$ cat src/rtl/inst_fetch_pkg.sv
// Shared definitions for the instruction fetch front end.
//   fetch_state_e     : FETCH while bytes are being gathered, HOLD while a
//                       complete word waits for the decoder.
//   DEFAULT_ADDR_W    : default PC / memory address width.
//   DEFAULT_RESET_PC  : default PC loaded on reset.
package inst_fetch_pkg;

  typedef enum logic {
    FETCH = 1'b0,
    HOLD  = 1'b1
  } fetch_state_e;

  localparam int unsigned DEFAULT_ADDR_W   = 32;
  localparam logic [31:0] DEFAULT_RESET_PC = 32'h0000_0000;

  // Number of byte reads needed to build one instruction word.
  localparam logic [2:0] BYTES_PER_WORD = 3'd4;

endpackage

$ cat src/rtl/inst_fetch.sv
// Instruction fetch front end.
// Reads a byte-wide instruction memory one byte per cycle, assembles each
// little-endian 32-bit word and presents it to the decoder through a
// one-entry valid/ready output register. A jump/branch redirect restarts
// the fetch at an arbitrary (unaligned) PC.
//
// Ports:
//   clk_in      : clock, all state on the rising edge
//   rst_n_in    : asynchronous active-low reset
//   rdy_in      : global ready; 0 freezes every register and blocks requests
//   mem_gnt     : arbiter grant for this cycle's read request
//   mem_din     : read data, valid the rdy cycle after a granted request
//   mem_rd_en   : byte read request
//   mem_a       : byte address of the request (0 when no request)
//   jump_en     : redirect strobe
//   jump_pc     : redirect target
//   inst_ready  : decoder accepts inst this cycle
//   inst_valid  : inst / inst_pc hold a complete word
//   inst        : assembled instruction word
//   inst_pc     : address of inst
module inst_fetch
  import inst_fetch_pkg::*;
#(
  parameter int unsigned       ADDR_W   = DEFAULT_ADDR_W,
  parameter logic [ADDR_W-1:0] RESET_PC = ADDR_W'(DEFAULT_RESET_PC)
) (
  input  logic              clk_in,
  input  logic              rst_n_in,
  input  logic              rdy_in,
  input  logic              mem_gnt,
  input  logic [7:0]        mem_din,
  output logic              mem_rd_en,
  output logic [ADDR_W-1:0] mem_a,
  input  logic              jump_en,
  input  logic [ADDR_W-1:0] jump_pc,
  input  logic              inst_ready,
  output logic              inst_valid,
  output logic [31:0]       inst,
  output logic [ADDR_W-1:0] inst_pc
);

  fetch_state_e      state_q, state_d;
  logic [ADDR_W-1:0] pc_q;
  logic [2:0]        issue_idx_q;
  logic [1:0]        recv_idx_q;
  logic              rd_pending_q;
  logic              inst_valid_q;
  logic [31:0]       inst_q;
  logic [ADDR_W-1:0] inst_pc_q;
  logic [7:0]        byte_q [4];

  logic reqGranted;
  logic lastByte;

  assign reqGranted = mem_rd_en && mem_gnt;
  // The fourth byte completes the word; it is taken straight from mem_din.
  assign lastByte   = (state_q == FETCH) && rd_pending_q && (recv_idx_q == 2'd3);

  // State register.
  always_ff @(posedge clk_in or negedge rst_n_in) begin
    if (!rst_n_in) begin
      state_q <= FETCH;
    end else if (rdy_in) begin
      state_q <= state_d;
    end
  end

  // Next-state logic; a redirect overrides everything, including a handshake.
  always_comb begin
    state_d = state_q;
    if (jump_en) begin
      state_d = FETCH;
    end else begin
      case (state_q)
        FETCH:   if (lastByte) state_d = HOLD;
        HOLD:    if (inst_ready) state_d = FETCH;
        default: state_d = FETCH;
      endcase
    end
  end

  // Request outputs. Reset is folded in so the bus is quiet while held in reset.
  always_comb begin
    mem_rd_en = 1'b0;
    mem_a     = '0;
    if (rst_n_in && rdy_in && !jump_en && (state_q == FETCH) &&
        (issue_idx_q < BYTES_PER_WORD)) begin
      mem_rd_en = 1'b1;
      mem_a     = pc_q + ADDR_W'(issue_idx_q);
    end
  end

  // Datapath: issue/receive counters, byte assembly and the output register.
  // A request that is not granted leaves issue_idx untouched, so the same
  // address is re-presented; rd_pending tracks whether a byte returns next.
  always_ff @(posedge clk_in or negedge rst_n_in) begin
    if (!rst_n_in) begin
      pc_q         <= RESET_PC;
      issue_idx_q  <= '0;
      recv_idx_q   <= '0;
      rd_pending_q <= 1'b0;
      inst_valid_q <= 1'b0;
      inst_q       <= '0;
      inst_pc_q    <= '0;
      for (int i = 0; i < 4; i++) byte_q[i] <= '0;
    end else if (rdy_in) begin
      if (jump_en) begin
        pc_q         <= jump_pc;
        issue_idx_q  <= '0;
        recv_idx_q   <= '0;
        rd_pending_q <= 1'b0;
        inst_valid_q <= 1'b0;
      end else if (state_q == FETCH) begin
        rd_pending_q <= reqGranted;
        if (reqGranted) begin
          issue_idx_q <= issue_idx_q + 3'd1;
        end
        if (rd_pending_q) begin
          byte_q[recv_idx_q] <= mem_din;
          recv_idx_q         <= recv_idx_q + 2'd1;
        end
        if (lastByte) begin
          inst_q       <= {mem_din, byte_q[2], byte_q[1], byte_q[0]};
          inst_pc_q    <= pc_q;
          inst_valid_q <= 1'b1;
        end
      end else begin
        rd_pending_q <= 1'b0;
        if (inst_ready) begin
          inst_valid_q <= 1'b0;
          pc_q         <= pc_q + ADDR_W'(4);
          issue_idx_q  <= '0;
          recv_idx_q   <= '0;
        end
      end
    end
  end

  assign inst_valid = inst_valid_q;
  assign inst       = inst_q;
  assign inst_pc    = inst_pc_q;

endmodule

$ cat config.mk
export PLATFORM = sky130hd
export DESIGN_NAME = inst_fetch
export DESIGN_NICKNAME = d
export VERILOG_FILES = /design/src/rtl/inst_fetch_pkg.sv /design/src/rtl/inst_fetch.sv
export SDC_FILE = /design/constraint.sdc
export NUM_CORES = 1
export LEC_CHECK = 0
export ABC_AREA = 1
export CORE_AREA = 2 2 126 128
export CTS_CLUSTER_SIZE = 28
export DETAILED_ROUTE_END_ITERATION = 10
export DIE_AREA = 0 0 128 130
export PLACE_DENSITY = 0.8
export REMOVE_ABC_BUFFERS = 1
export SYNTH_ARGS = -nofsm -noshare
export SYNTH_HDL_FRONTEND = slang
export SYNTH_SLANG_ARGS = --single-unit
$ cat constraint.sdc
create_clock -name clk_in -period 2.5 [get_ports clk_in]
set_input_delay 0.5 -clock clk_in [delete_from_list [all_inputs] [get_ports clk_in]]
set_output_delay 0.5 -clock clk_in [all_outputs]
set_load 0.05 [all_outputs]
# Word level (Yosys, flattened, before mapping)
# Index checks and enable logic that the tools add are counted.
[op_classes] addsub=4 n_lt_le_gt_ge=3 n_eq_ne=2 n_mux=26 n_bitwise=3 n_reduce_logical=20
[op_table] operator="32-bit 2-to-1 mux" n=4
[op_table] operator="32-bit by 3-bit adder with 32-bit output" n=1
[op_table] operator="32-bit by 3-bit adder with 32-bit output (second input constant)" n=1
[op_table] operator="32-bit bitwise mux" n=1
[op_table] operator="8-bit demux with 2-bit select" n=1
[op_table] operator="3-bit 2-to-1 mux" n=4
[op_table] operator="3-bit AND reduction" n=4
[op_table] operator="1-bit 2-to-1 mux" n=10
[op_table] operator="3-bit nonzero test" n=3
[op_table] operator="1-bit logical AND" n=8
[op_table] operator="2-bit 2-to-1 mux" n=4
[op_table] operator="8-bit 2-to-1 mux" n=1
[op_table] operator="4-bit AND reduction" n=2
[op_table] operator="2-bit nonzero test" n=2
[op_table] operator="3-bit by 1-bit adder with 3-bit output (second input constant)" n=1
[op_table] operator="3-bit greater-or-equal comparator (second input constant)" n=1
[op_table] operator="3-bit by 1-bit less-than comparator with 1-bit output (second input constant)" n=1
[op_table] operator="3-bit less-than comparator (second input constant)" n=1
[op_table] operator="3-bit != test (second input constant)" n=1
[op_table] operator="2-bit inverter with 3-bit output" n=1
[op_table] operator="2-bit by 1-bit adder with 2-bit output (second input constant)" n=1
[op_table] operator="2-bit equality test (second input constant)" n=1
[op_table] operator="1-bit inverter" n=2
[op_table] operator="1-bit one-hot mux with 2 select lines" n=1
[op_table] operator="1-bit zero test" n=1
[totals] ff_bits=136 inputBits=46

# Depth between registers and ports, before layout
# Gate-level depths: netlist of the first run.
[logic_depth] ltp_word=9 mapped_depth=12 depth_no_buf=12

# Worst setup path before layout of the first run
# Ideal clock, no wire load.
[synth_timing] kind="flip-flop to output port" startpoint="reg issue_idx_q[0]" endpoint="out mem_a[16]" arrival_ps=2651 t_required_ps=2000 setup_slack_ps=-651 path_stages_with_launch=11 cell_sequence="dfrtp_1 -> ha_1 -> inv_1 -> fa_1 -> inv_1 -> nand2_1 -> a21oi_1 -> nand2_1 -> nor2_2 -> nor2_1 -> nor3_1"
[synth_between] elab_chain_len=3 elab_cells_between_ends=4 classes_between="add/sub: 1; order compare: 1; mux: 1; reduce/logical: 1"
[synth_rtl] element="from (decl)" line="inst_fetch.sv:44" text="logic [2:0] issue_idx_q;"
[synth_rtl] element="from (signal assigned)" line="inst_fetch.sv:116" text="issue_idx_q <= issue_idx_q + 3'd1;"
[synth_rtl] element="branches (longest 2 deep; another with 32-bit by 3-bit adder with 32-bit output)"
[synth_rtl] element="32-bit 2-to-1 mux *" line="inst_fetch.sv:86" text="if (rst_n_in && rdy_in && !jump_en && (state_q == FETCH) &&"
[synth_rtl] element="to (decl)" line="inst_fetch.sv:33" text="output logic [ADDR_W-1:0] mem_a,"
# Every way passes the cells marked *.

# Final worst setup path of the first run
[layout_timing] startpoint="reg pc_q[0]" endpoint="out mem_a[26]"
[layout_between] elab_chain_len=2
[layout_rtl] element="from (decl)" line="inst_fetch.sv:43" text="logic [ADDR_W-1:0] pc_q;"
[layout_rtl] element="from (signal assigned)" line="inst_fetch.sv:108" text="pc_q <= jump_pc;"
[layout_rtl] element="from (signal assigned)" line="inst_fetch.sv:131" text="pc_q <= pc_q + ADDR_W'(4);"
[layout_rtl] element="32-bit by 3-bit adder with 32-bit output" line="inst_fetch.sv:89" text="mem_a = pc_q + ADDR_W'(issue_idx_q);"
[layout_rtl] element="32-bit 2-to-1 mux" line="inst_fetch.sv:86"
# No other way between the ends.

==> summary.md, run 1 <==
Capturing element type of the critical path: an output pin. The final period utilization works out to 1.19. The run finished, with violations left.

The run gives 0.671 as the fraction of the core area covered by cells at the end of the flow. The worst relative slew slack was 0.521. The combined global-route utilization of all metal layers was 0.259; the share of async-settable or async-resettable flops after synthesis was 1.00. For the initial standard-cell utilization of the core, the log shows 0.441.

The number of enable-type register cells in the synthesized netlist is 0, and the depth of the most critical reg-to-reg path is 11. For the final database, setup skew stands at 7.53 ps. The logs give 420 ps for the clock latency reported for the late side of the worst-skew pair and 1,180 for the layout net count.

In this run, synthesis produced a sequential element count of 128. Input and output buffers added on the ports amount to 143. The register area share after synthesis was 0.471; the clock period minus final worst setup slack was 2970 ps. The run gives 2470 ps as the data arrival time of the critical path. The mean instance size in the synthesized netlist was 7.30 um^2. The internal power summed over all cells was 4.91 mW; the number of global-route vias before repair was 6,951.

The run gives 2.62 mW as the switching power summed over all nets. The worst setup path is of the reg -> out kind. The number of synthesis warnings is 0. VDD sags by at most 0.560 mV. dfrtp_1 takes more of the synthesized area than any other cell. The maximum level of the CTS H-tree is 4, and the initial antenna violation count is 0. Measured along the x axis, the die boundary spans 128 um. Setup repair after global routing could not meet its margin everywhere. Measured along the y axis, the die boundary spans 130 um. The cell area after placement was 0.00899 mm^2; the detailed-route via count was 7,170.

Yosys attributes the largest share of cell area to dfrtp_1, nand2_1, nor2_1. Counting tap cells, the placed design contains a total of 1,272 instances. For the part of the power in combinational logic, the log shows 0.274. The beginning of the worst register-to-register path was pc_q[2].

In the synthesized netlist, the cells that appear most often are nand2_1, dfrtp_1, nor2_1. The final count of pins violating max slew was 0. The detail route stage leaves a number of antenna-violating nets equal to 0. In this run the worst path has a maximum fanout of 5. nand2_1 is the most common cell in the netlist. Max-cap violations in this run came to 0.

Share of layout cells above drive strength 1: 0.224. The post-synth design cell area was 0.00681 mm^2; the routed wire length was 21,900 um. The remaining global-route overflow came out at 0. In this run the register-to-register setup slack is 590 ps. The proportion of total power due to net switching was 0.348; the required time at the endpoint of the critical path was 2000 ps.

Dividing the detail-routed via count by the number of cells gives 5.40. The congestion estimate from routability-driven global placement came to 0.936. The logs give 0.425 for the met2 demand-to-capacity share in global routing and 5 for the detailed-routing iteration count for the pre-antenna-repair pass. The antenna cell count was 0. The tools report the start point of the critical path as pc_q[0]. TritonCTS built the clock tree. After routing the design area is 0.0104 mm^2. Entering global routing, the biggest net connects 129 pins.

Clock-pin slew was measured on the worst setup and hold paths at 60 ps. Compared with the post-synthesis result, the final layout area differs by 52.2%. The floorplan step defined a die boundary enclosing 0.0166 mm^2. After the first detailed-routing iteration, the DRC count stood at 702. The capture instance of the worst register-to-register path is pc_q[26]. The worst setup path is launched from a flop.

Met1 usage: 0.323. The initialized floorplan defines 46 standard-cell rows. The power share of the clock group is 0.356, and the mean routed wirelength per cell is 16.5 um. The number of instances in the synthesized netlist came out at 932. Top flip-flop cell by instance count after synthesis: dfrtp_1.

The final reports fail on negative setup slack. The first-pass GRT wire length is 33,800 um, and the placeable core region is 0.0154 mm^2. The most critical setup path has its endpoint at mem_a[26]. The finished layout holds 1,329 standard cells, fillers aside.

The met3 usage is 0.0590. The path class of the tightest hold or removal check is in -> async. For the share of power burned in registers, the log shows 0.370. For the number of hold-slack violations in the final timing report, the log shows 0. For the final worst setup slack, the log shows -475 ps. For this run, design rule violations remaining after detail routing come to 0. Pin placement for this block handled 144 I/O pins. In this run the deepest clock path goes through 2 buffers. After routing, the total negative slack on setup checks comes to -8770 ps. Summed over all cells, the static leakage comes to 4.76 nW. The most used routing layer was met2. The actual slew at the worst max-slew pin was 718 ps; the fmax was 0.336 GHz. Clock sink total: 128. The tools report the number of CTS-inserted buffers as 17. The HPWL reported at the end of detailed placement is 14,100 um.

For this design, the CTS-stage hold fixing added 0 buffers. In this run the clock root is driven by a clkbuf_16. The run gives 30 as the distinct cell type count after synthesis. Fraction of synthesized cell area taken by the top area cell type: 0.471.

In this run the power density over the cells is 727 mW/mm^2. Setup violations remaining at the end of the flow were counted as 29.
## per-layer routing
layer | part of all wire | wire [um] | up-vias
met5 | 0 | 0 | -
met4 | 0.040 | 869 | 0
met3 | 0.074 | 1620 | 72
met2 | 0.49 | 10800 | 368
met1 | 0.40 | 8680 | 3378
li1 | - | - | 3352
## critical path: stages, from the launching register on
cell and delay (ps):
dfrtp_1 370, ha_2 210, inv_2 40, fa_2 330
inv_2 90, nand2_4 70, nand2_4 70, nand3_4 90
nor2_1 100, buf_4 170, buf_4 120, nand2_2 50
nor2_4 120, nor3_4 60, buf_12 160
## cell type report
| cell class | instances | area, um^2 |
|---|---|---|
| clock inverters | 12 | 183 |
| multi-input cells | 678 | 3540 |
| repair buffers | 210 | 2370 |
| flip-flops and latches | 128 | 3210 |
| fillers | 1164 | 5070 |
| clock buffers | 20 | 457 |
| inverters | 89 | 347 |
| well taps | 192 | 240 |
## cells in the final DEF, fill, tap and decap left out, types with 5 or more instances in the layout
master / netlist / routed
clkbuf_16: 0 / 17
clkdlybuf4s50_1: 0 / 107
ha_1: 9 / 6
nand3_2: 0 / 7
dfrtp_2: 0 / 9
nand2_1: 304 / 287
buf_12: 0 / 39
nand2_4: 2 / 7
nor2_4: 4 / 20
inv_2: 2 / 5
o21ai_1: 47 / 48
o21ai_0: 54 / 44
o21ai_2: 0 / 8
inv_1: 87 / 82
a21oi_2: 0 / 14
buf_4: 3 / 53
nor2_1: 104 / 77
nor2_2: 8 / 19
a21oi_1: 45 / 28
dfrtp_1: 128 / 119
nand3_1: 69 / 61
nand2_2: 5 / 15
nand4_1: 5 / 5
buf_6: 4 / 9
## kinds of logic after synthesis
family / synth area share
AO/OA/AOI/OAI: 0.115
XOR/XNOR: 0.00515
adder cells (fa/ha/maj): 0.0195
buffers and inverters: 0.0783
flip-flops: 0.471
AND/OR/NAND/NOR: 0.312
## stage by stage
step / setup WS (ps) / hold WS [ps] / total power [mW]
global placement: -252 / 453 / 4.56
floorplan: -659 / 204 / 3.83
detailed placement: -226 / 460 / 4.62
CTS: -432 / 271 / 7.44
global route: -513 / 304 / 7.85
finish: -475 / 204 / 7.53
## power groups by stage
stage	logic [mW]	registers [mW]	clock network, mW
6_report	2.07	2.78	2.68
3_5_place_dp	1.86	2.77	0
2_1_floorplan	0.818	3.01	0
5_1_grt	2.24	2.82	2.80
3_3_place_gp	1.81	2.75	0
4_1_cts	1.98	2.76	2.70
## registers in the layout (all words and copies together), names as in the netlist
| signal | cells |
|---|---|
| pc_q | 32 |
| state_q | 1 |
| byte_q | 24 |
| rd_pending_q | 1 |
| inst_pc | 32 |
| issue_idx_q | 3 |
| recv_idx_q | 2 |
| inst_valid | 1 |
| inst | 32 |
## worst min path at each step
stage	startpoint	endpoint	slack, ps	depth (start not counted)
finish	rst_n_in	byte_q[17]	200	2
global route	rst_n_in	byte_q[17]	300	2
CTS	rst_n_in	inst_pc[5]	270	2
detailed placement	inst[7]	inst[7]	460	2
global placement	inst[16]	inst[16]	450	2
floorplan	rst_n_in	byte_q[10]	200	0
## repair_timing
item	4_1_cts	5_1_grt
cloned	0	0
setup buffers	8	19
pin swaps	32	26
gates resized for setup	122	34
endpoints found under the setup margin	32	30
No activity file was read; power rests on OpenSTA's default activity.
==> run 2: changes to the inputs <==
--- a/config.mk
+++ b/config.mk
@@ -6,11 +6,12 @@
 export NUM_CORES = 1
 export LEC_CHECK = 0
 export ABC_AREA = 1
+export CAP_MARGIN = 10
 export CORE_AREA = 2 2 126 128
 export CTS_CLUSTER_SIZE = 28
 export DETAILED_ROUTE_END_ITERATION = 10
 export DIE_AREA = 0 0 128 130
-export PLACE_DENSITY = 0.8
+export PLACE_DENSITY = 0.83
 export REMOVE_ABC_BUFFERS = 1
 export SYNTH_ARGS = -nofsm -noshare
 export SYNTH_HDL_FRONTEND = slang
==> constraint.sdc (replaced) <==
create_clock -name clk_in -period 2.6 [get_ports clk_in]
set_input_delay 0.52 -clock clk_in [delete_from_list [all_inputs] [get_ports clk_in]]
set_output_delay 0.52 -clock clk_in [all_outputs]
set_load 0.05 [all_outputs]
==> run 2 against run 1 <==
The flow still finishes with violations (negative setup slack). Sequential power decreased by 4%. Core utilization decreased by 1.7 points. Global-route usage increased by 0.56 points. Sequential cell count unchanged. Highest routed layer unchanged.
==> summary.md, run 2 (synthesis gave the netlist of run 1 again) <==
STA classifies the critical path endpoint as an output pin. The height of the die came out at 130 um (unchanged). Placeable core region: 0.0154 mm^2 (unchanged). The setup skew after layout was 7.36 ps (-0.165 ps); the final worst setup slack was -421 ps (+53.2 ps). Based on the critical path, the design can be clocked at up to 0.331 GHz. The logs give 7.06 mW (-6.2%) for the total design power and 2500 ps (+30 ps) for the data arrival time of the critical path.

Row count: 46 (unchanged). The number of buffers added to fix hold violations after cts came out at 0 (unchanged). The tools report the worst relative slew slack as 0.545 (+0.0239). The setup path with the least slack is of type reg -> out. The tools report the share of power burned in registers as 0.380 (+0.010). The power share of the clock group was 0.347 (-0.009). The final period utilization is 1.16, and the count of maximum capacitance violations is 0 (unchanged). The tools report the area of all placed cells without fillers as 0.0101 mm^2 (-2.5%). The remaining global-route overflow is 0 (unchanged). The proportion of total power due to net switching works out to 0.366 (+0.0187). The CTS clock-pin slew for the worst setup and hold paths was 60 ps (about the same).

The tools report the detailed-routing iteration count for the pre-antenna-repair pass as 5 (unchanged). The initial antenna violation count was 0 (unchanged). The routability congestion estimate from global placement is 0.992 (+6.0%).

The register-to-register setup slack came out at 710 ps (+120 ps). Setup repair after global routing could not meet its margin everywhere. The total negative slack is -6800 ps (+1970 ps), and the largest fanout on the critical path is 4 (-1).

The run gives 2080 ps (+80 ps) as the required time at the endpoint of the critical path. The cell area after placement is 0.00895 mm^2 (-0.47%), and the depth of the most critical reg-to-reg path is 11 (unchanged). The number of port buffers was 143 (unchanged); the power density of the placed cells was 699 mW/mm^2 (-3.8%). The checks that failed: negative setup slack.

The maximum level of the CTS H-tree was 4 (unchanged); the routed wire length was 21,900 um (about the same). The path class of the tightest hold or removal check is in -> async. CTS placed an instance of clkbuf_16 at the clock tree root. In the layout the commonest cells are nand2_1, dfrtp_1, clkdlybuf4s50_1, inv_1, nor2_1.

The logs give 0 (unchanged) for the final count of pins violating max slew and 0 (unchanged) for the number of hold-slack violations in the final timing report. TritonCTS built the clock tree. The tools report the number of global-route vias before repair as 6,924 (-0.39%). The worst setup path is launched from a flop.

The first-pass GRT wire length is 34,400 um (+1.8%), and the clock period minus final worst setup slack is 3020 ps. The width of the chip is 128 um (unchanged), and the antenna cell count is 0 (unchanged). The internal power summed over all cells is 4.47 mW (-8.9%), and the floorplan die area is 0.0166 mm^2 (unchanged). The worst register-to-register path begins at pc_q[2]. For the number of CTS-inserted buffers, the log shows 17 (unchanged). The initial standard-cell utilization of the core came out at 0.441 (unchanged). The share of layout cells above drive strength 1 is 0.206 (-0.0180), and the synthesis-to-finish area growth is 48.3%. The library cell used most frequently in the layout, excluding fill and tap cells, is nand2_1. The worst-case clock buffer depth is 2 (unchanged), and the antenna violation net count after detailed routing is 0 (unchanged). In this run the critical register-to-register path is captured at pc_q[18]. The clock latency reported for the late side of the worst-skew pair is 430 ps (about the same), and the via density per instance is 5.41 (+0.21%). The highest ir drop seen on vdd is 0.534 mV (-4.6%), and the total DRC errors in the routed layout is 0 (unchanged). The run gives 7,093 (-1.1%) as the detailed-route via count. The HPWL reported at the end of detailed placement is 14,200 um (+1.1%). Switching power summed over all nets: 2.59 mW (-1.2%). The logs give -52.6 ps (+174 ps) for the post-placement worst setup slack and 129 (unchanged) for the largest net degree at the start of global routing. The actual slew at the worst max-slew pin works out to 682 ps (-35.8 ps). The run finished, with violations left. Part of the power in combinational logic: 0.273 (about the same).

The number of placed I/O pins was 144 (unchanged); the number of failing setup endpoints in the final timing report was 29 (unchanged). The leakage power total is 4.71 nW (-1.2%). For the layout net count, the log shows 1,163 (-1.4%). The run gives 702 (unchanged) as the number of violations reported at the end of detailed-routing iteration 0.

The mean routed wirelength per cell is 16.7 um (+1.2%). The combined global-route utilization of all metal layers came out at 0.265 (+0.00558). The tools report the clock sink total as 128 (unchanged).
[run 2: cell types whose count changed in the layout (fill, tap and decap cells not counted), sizes merged]
cell / delta
clkinv: -1
clkbuf: -2
buf: -18
inv: +8
dlymetal6s2s: -1
clkinvlp: -2
bufinv: -2
dlygate4sd2: +1
[run 2: worst max path at each step]
stage / from / endpoint / depth (start not counted)
3_3_place_gp: pc_q[0] / mem_a[26] / 13
4_1_cts: issue_idx_q[0] / mem_a[26] / 13
5_1_grt: pc_q[0] / mem_a[24] / 13
6_report: pc_q[0] / mem_a[16] / 12
2_1_floorplan: jump_en / mem_a[11] / 5
3_5_place_dp: jump_en / mem_a[13] / 8
[run 2: what timing repair did]
item / CTS / global route
pin swaps: 27 / 15
setup endpoints to repair: 29 / 30
setup buffers: 6 / 6
gates resized for setup: 95 / 49
[run 2: final cells by class]
class                   instances  area, um^2
clock buffers                  17         425
clock inverters                15         169
fillers                      1195        5330
inverters                      89         337
multi-input cells             678        3490
flip-flops and latches        128        3210
well taps                     192         240
repair buffers                193        2220
[run 2: critical path, cell delays in order (launching register included)]
cell and delay [ps]:
dfrtp_1 410, ha_4 170, inv_2 40, fa_2 320, inv_2 90, nand2_4 80
a21oi_4 190, nand2_4 120, nor2_4 150, nor2_1 70, nor3_2 150, buf_4 150
buf_12 120
[run 2: power groups by stage]
stage	Clock [mW]	Sequential, mW	Combinational, mW
after floorplan	0	2.89	0.786
after global placement	0	2.65	1.72
after detailed placement	0	2.67	1.76
after CTS	2.47	2.66	1.85
after global routing	2.57	2.72	2.09
final	2.45	2.68	1.93
[run 2: stage by stage]
stage                      util  std cells  hold WS, ps
after detailed placement  0.580       1268          460
after global placement    0.580       1268          454
final                     0.654       1312          271
after global routing      0.654       1312          311
after CTS                 0.640       1306          301
after floorplan               -        895          224
[run 2: routing by layer]
metal	vias to the layer above	wire length, um	global-route usage
met4	0	958	0.132
met2	362	10600	0.449
li1	3319	-	-
met1	3325	8670	0.320
met5	-	0	0
met3	87	1680	0.0607
==> run 3: changes to the inputs <==
--- a/config.mk
+++ b/config.mk
@@ -7,11 +7,11 @@
 export LEC_CHECK = 0
 export ABC_AREA = 1
 export CAP_MARGIN = 10
-export CORE_AREA = 2 2 126 128
+export CORE_AREA = 2 2 124 126
 export CTS_CLUSTER_SIZE = 28
 export DETAILED_ROUTE_END_ITERATION = 10
-export DIE_AREA = 0 0 128 130
-export PLACE_DENSITY = 0.83
+export DIE_AREA = 0 0 126 128
+export PLACE_DENSITY = 0.85
 export REMOVE_ABC_BUFFERS = 1
 export SYNTH_ARGS = -nofsm -noshare
 export SYNTH_HDL_FRONTEND = slang
==> run 3 against run 2 <==
The run still ends with negative setup slack left. Final cell count rose by 0.15%. Non-clock buffer count is 6 higher. Final area up 1.1%. Register-to-register slack got worse by 80 ps. First-iteration DRC count rose by 17%. Combinational power is essentially flat. Clock skew increased by 0.83 ps. Largest cell class unchanged. Highest routed layer unchanged.
==> summary.md, run 3 (synthesis gave the netlist of run 1 again) <==
The worst relative slew slack is 0.400 (-0.145), and the worst-case clock buffer depth is 2 (unchanged). The total DRC errors in the routed layout was 0 (unchanged). The clock latency reported for the late side of the worst-skew pair came out at 420 ps (about the same).

Maximum level of the CTS H-tree: 4 (unchanged). Setup skew after layout: 8.19 ps (+0.830 ps). The run gives -158 ps (-106 ps) as the post-placement worst setup slack. The largest fanout on the critical path was 4 (unchanged); the cell area after placement was 0.00891 mm^2 (-0.39%).

For the register-to-register setup slack, the log shows 630 ps (-80 ps). Depth of the most critical reg-to-reg path: 11 (unchanged). The count of maximum capacitance violations is 0 (unchanged), and the largest net degree at the start of global routing is 70 (-46%).

The fmax came out at 0.325 GHz (-1.8%). The initial antenna violation count is 0 (unchanged), and the height of the die is 128 um (-1.5%). The actual slew at the worst max-slew pin was 900 ps (+217 ps). The fraction of the core area covered by cells at the end of the flow is 0.686 (+0.0319), and the share of layout cells above drive strength 1 is 0.213 (+0.00689). The beginning of the worst register-to-register path was pc_q[2].

The antenna violation net count after detailed routing is 0 (unchanged), and the mean routed wirelength per cell is 17.0 um (+2.0%). The tools report the placeable core region as 0.0149 mm^2 (-3.6%). The final reports fail on negative setup slack. The flow ran to the end, but the final reports show violations. The final period utilization was 1.18 (+0.0211); the via density per instance was 5.56 (+2.8%). The tools report the clock sink total as 128 (unchanged). The worst setup path is launched from a flop. The first-pass GRT wire length was 33,700 um (-2.0%); the combined global-route utilization of all metal layers was 0.264 (-0.00123). The number of port buffers was 143 (unchanged); the number of CTS-inserted buffers was 17 (unchanged). The tools report the remaining global-route overflow as 0 (unchanged). The area of all placed cells without fillers is 0.0102 mm^2 (+1.1%), and the routability congestion estimate from global placement is 0.971 (-2.1%).

The total negative slack is -8580 ps (-1780 ps). Setup repair after global routing could not meet its margin everywhere. The largest incremental delay on the critical path is 390 ps (-20 ps), and the required time at the endpoint of the critical path is 2080 ps (about the same).

The run gives 0 (unchanged) as the number of hold-slack violations in the final timing report. The run gives 0.492 mV (-8.0%) as the highest ir drop seen on vdd. The detailed-routing iteration count for the pre-antenna-repair pass is 6 (+1).

The leakage power total was 4.69 nW (-0.38%); the number of placed I/O pins was 144 (unchanged). The worst hold slack came out at 363 ps (+92.4 ps). TritonCTS built the clock tree. The run gives 6,840 (-1.2%) as the number of global-route vias before repair. The cell with the largest stage delay on the worst path was dfrtp_1. The CTS clock-pin slew for the worst setup and hold paths is 60 ps (about the same).

In the layout the commonest cells are nand2_1, dfrtp_1, clkdlybuf4s50_1, inv_1, nor2_1. Detailed-route via count: 7,303 (+3.0%). The critical path goes through ha_2, inv_2, fa_2, inv_2, nand2_4, nand2_4, nand3_4, buf_6, nor2_4, buf_6, nand3_2, nand2_2, nor2_4, buf_12. Row count: 45 (-2.2%). The logs give 1,049 (-12%) for the number of inserted filler cells in the final layout and 6.92 mW (-1.9%) for the total design power. The final count of pins violating max slew is 0 (unchanged), and the power density of the placed cells is 679 mW/mm^2 (-3.0%).

The worst register-to-register path ends at pc_q[24]. The instance count after placement with tap cells included is 1,260 (-0.63%). Type of the worst min-delay path: in -> async. The floorplan die area came out at 0.0161 mm^2 (-3.1%). The tools report the number of buffers added to fix hold violations after cts as 0 (unchanged). The final cell count without fillers is 1,314 (+0.15%). Most common library cell in the layout ignoring fill and taps: nand2_1. The clock period minus final worst setup slack came out at 3080 ps (+54.8 ps).

Clock root buffer: clkbuf_16. Start-to-end type of the worst setup path: reg -> out. The number of failing setup endpoints in the final timing report is 30 (+3.4%), and the final worst setup slack is -476 ps (-54.8 ps). Capturing element type of the critical path: an output pin. The tools report the antenna cell count as 0 (unchanged). The routed wire length is 22,400 um (+2.1%). The layout net count is 1,169 (+0.52%).

The HPWL reported at the end of detailed placement is 13,900 um (-2.0%), and the synthesis-to-finish area growth is 49.9%. The number of violations reported at the end of detailed-routing iteration 0 was 821 (+17%); the data arrival time of the critical path was 2560 ps (+60 ps). The initial standard-cell utilization of the core was 0.458 (+0.0166); the width of the chip was 126 um (-1.6%).
==> run 3: metal layers <==
metal  share of wire  track usage  wire, um  vias to the layer above
li1                -            -         -                     3340
met4           0.063        0.155      1410                        0
met3           0.091       0.0543      2030                      124
met2            0.47        0.427     10500                      499
met5               0            0         0                        -
met1            0.38        0.328      8440                     3340
==> run 3: how the worst max path moves through the flow <==
stage / from / endpoint / slack (ps) / depth (start not counted)
finish: pc_q[0] / mem_a[30] / -480 / 14
global route: pc_q[0] / mem_a[30] / -520 / 14
CTS: pc_q[0] / mem_a[8] / -380 / 11
detailed placement: jump_en / mem_a[6] / -160 / 8
global placement: jump_en / mem_a[6] / -160 / 8
floorplan: jump_en / mem_a[11] / -600 / 5
==> run 3: power by group <==
part           leakage [nW]  switching, mW  internal [mW]
Sequential             1.69          0.356           2.33
Combinational          2.73           1.25          0.706
Clock                 0.272          0.909           1.37
==> run 3: critical path: cells and delay by family (launching register included) <==
kind / cells / cell delay [ps]
flops: 1 / 390
fa+ha+maj: 2 / 570
simple gates: 7 / 610
buf+inv: 5 / 550
==> run 3: area by class of cell <==
type,count,area [um^2],share of cell area
Sequential cell,128,3210,0.314
Multi-Input combinational cell,678,3540,0.347
Clock inverter,12,111,0.0109
Clock buffer,20,457,0.0448
Timing Repair Buffer,199,2300,0.226
Tap cell,188,235,0.0231
Inverter,89,344,0.0337
==> run 3: what timing repair did <==
action | in CTS | in global routing
setup endpoints to repair | 30 | 30
resized for setup | 94 | 63
endpoints found under the hold margin | 0 | 0
buffers inserted | 15 | 9
pin swaps | 26 | 27
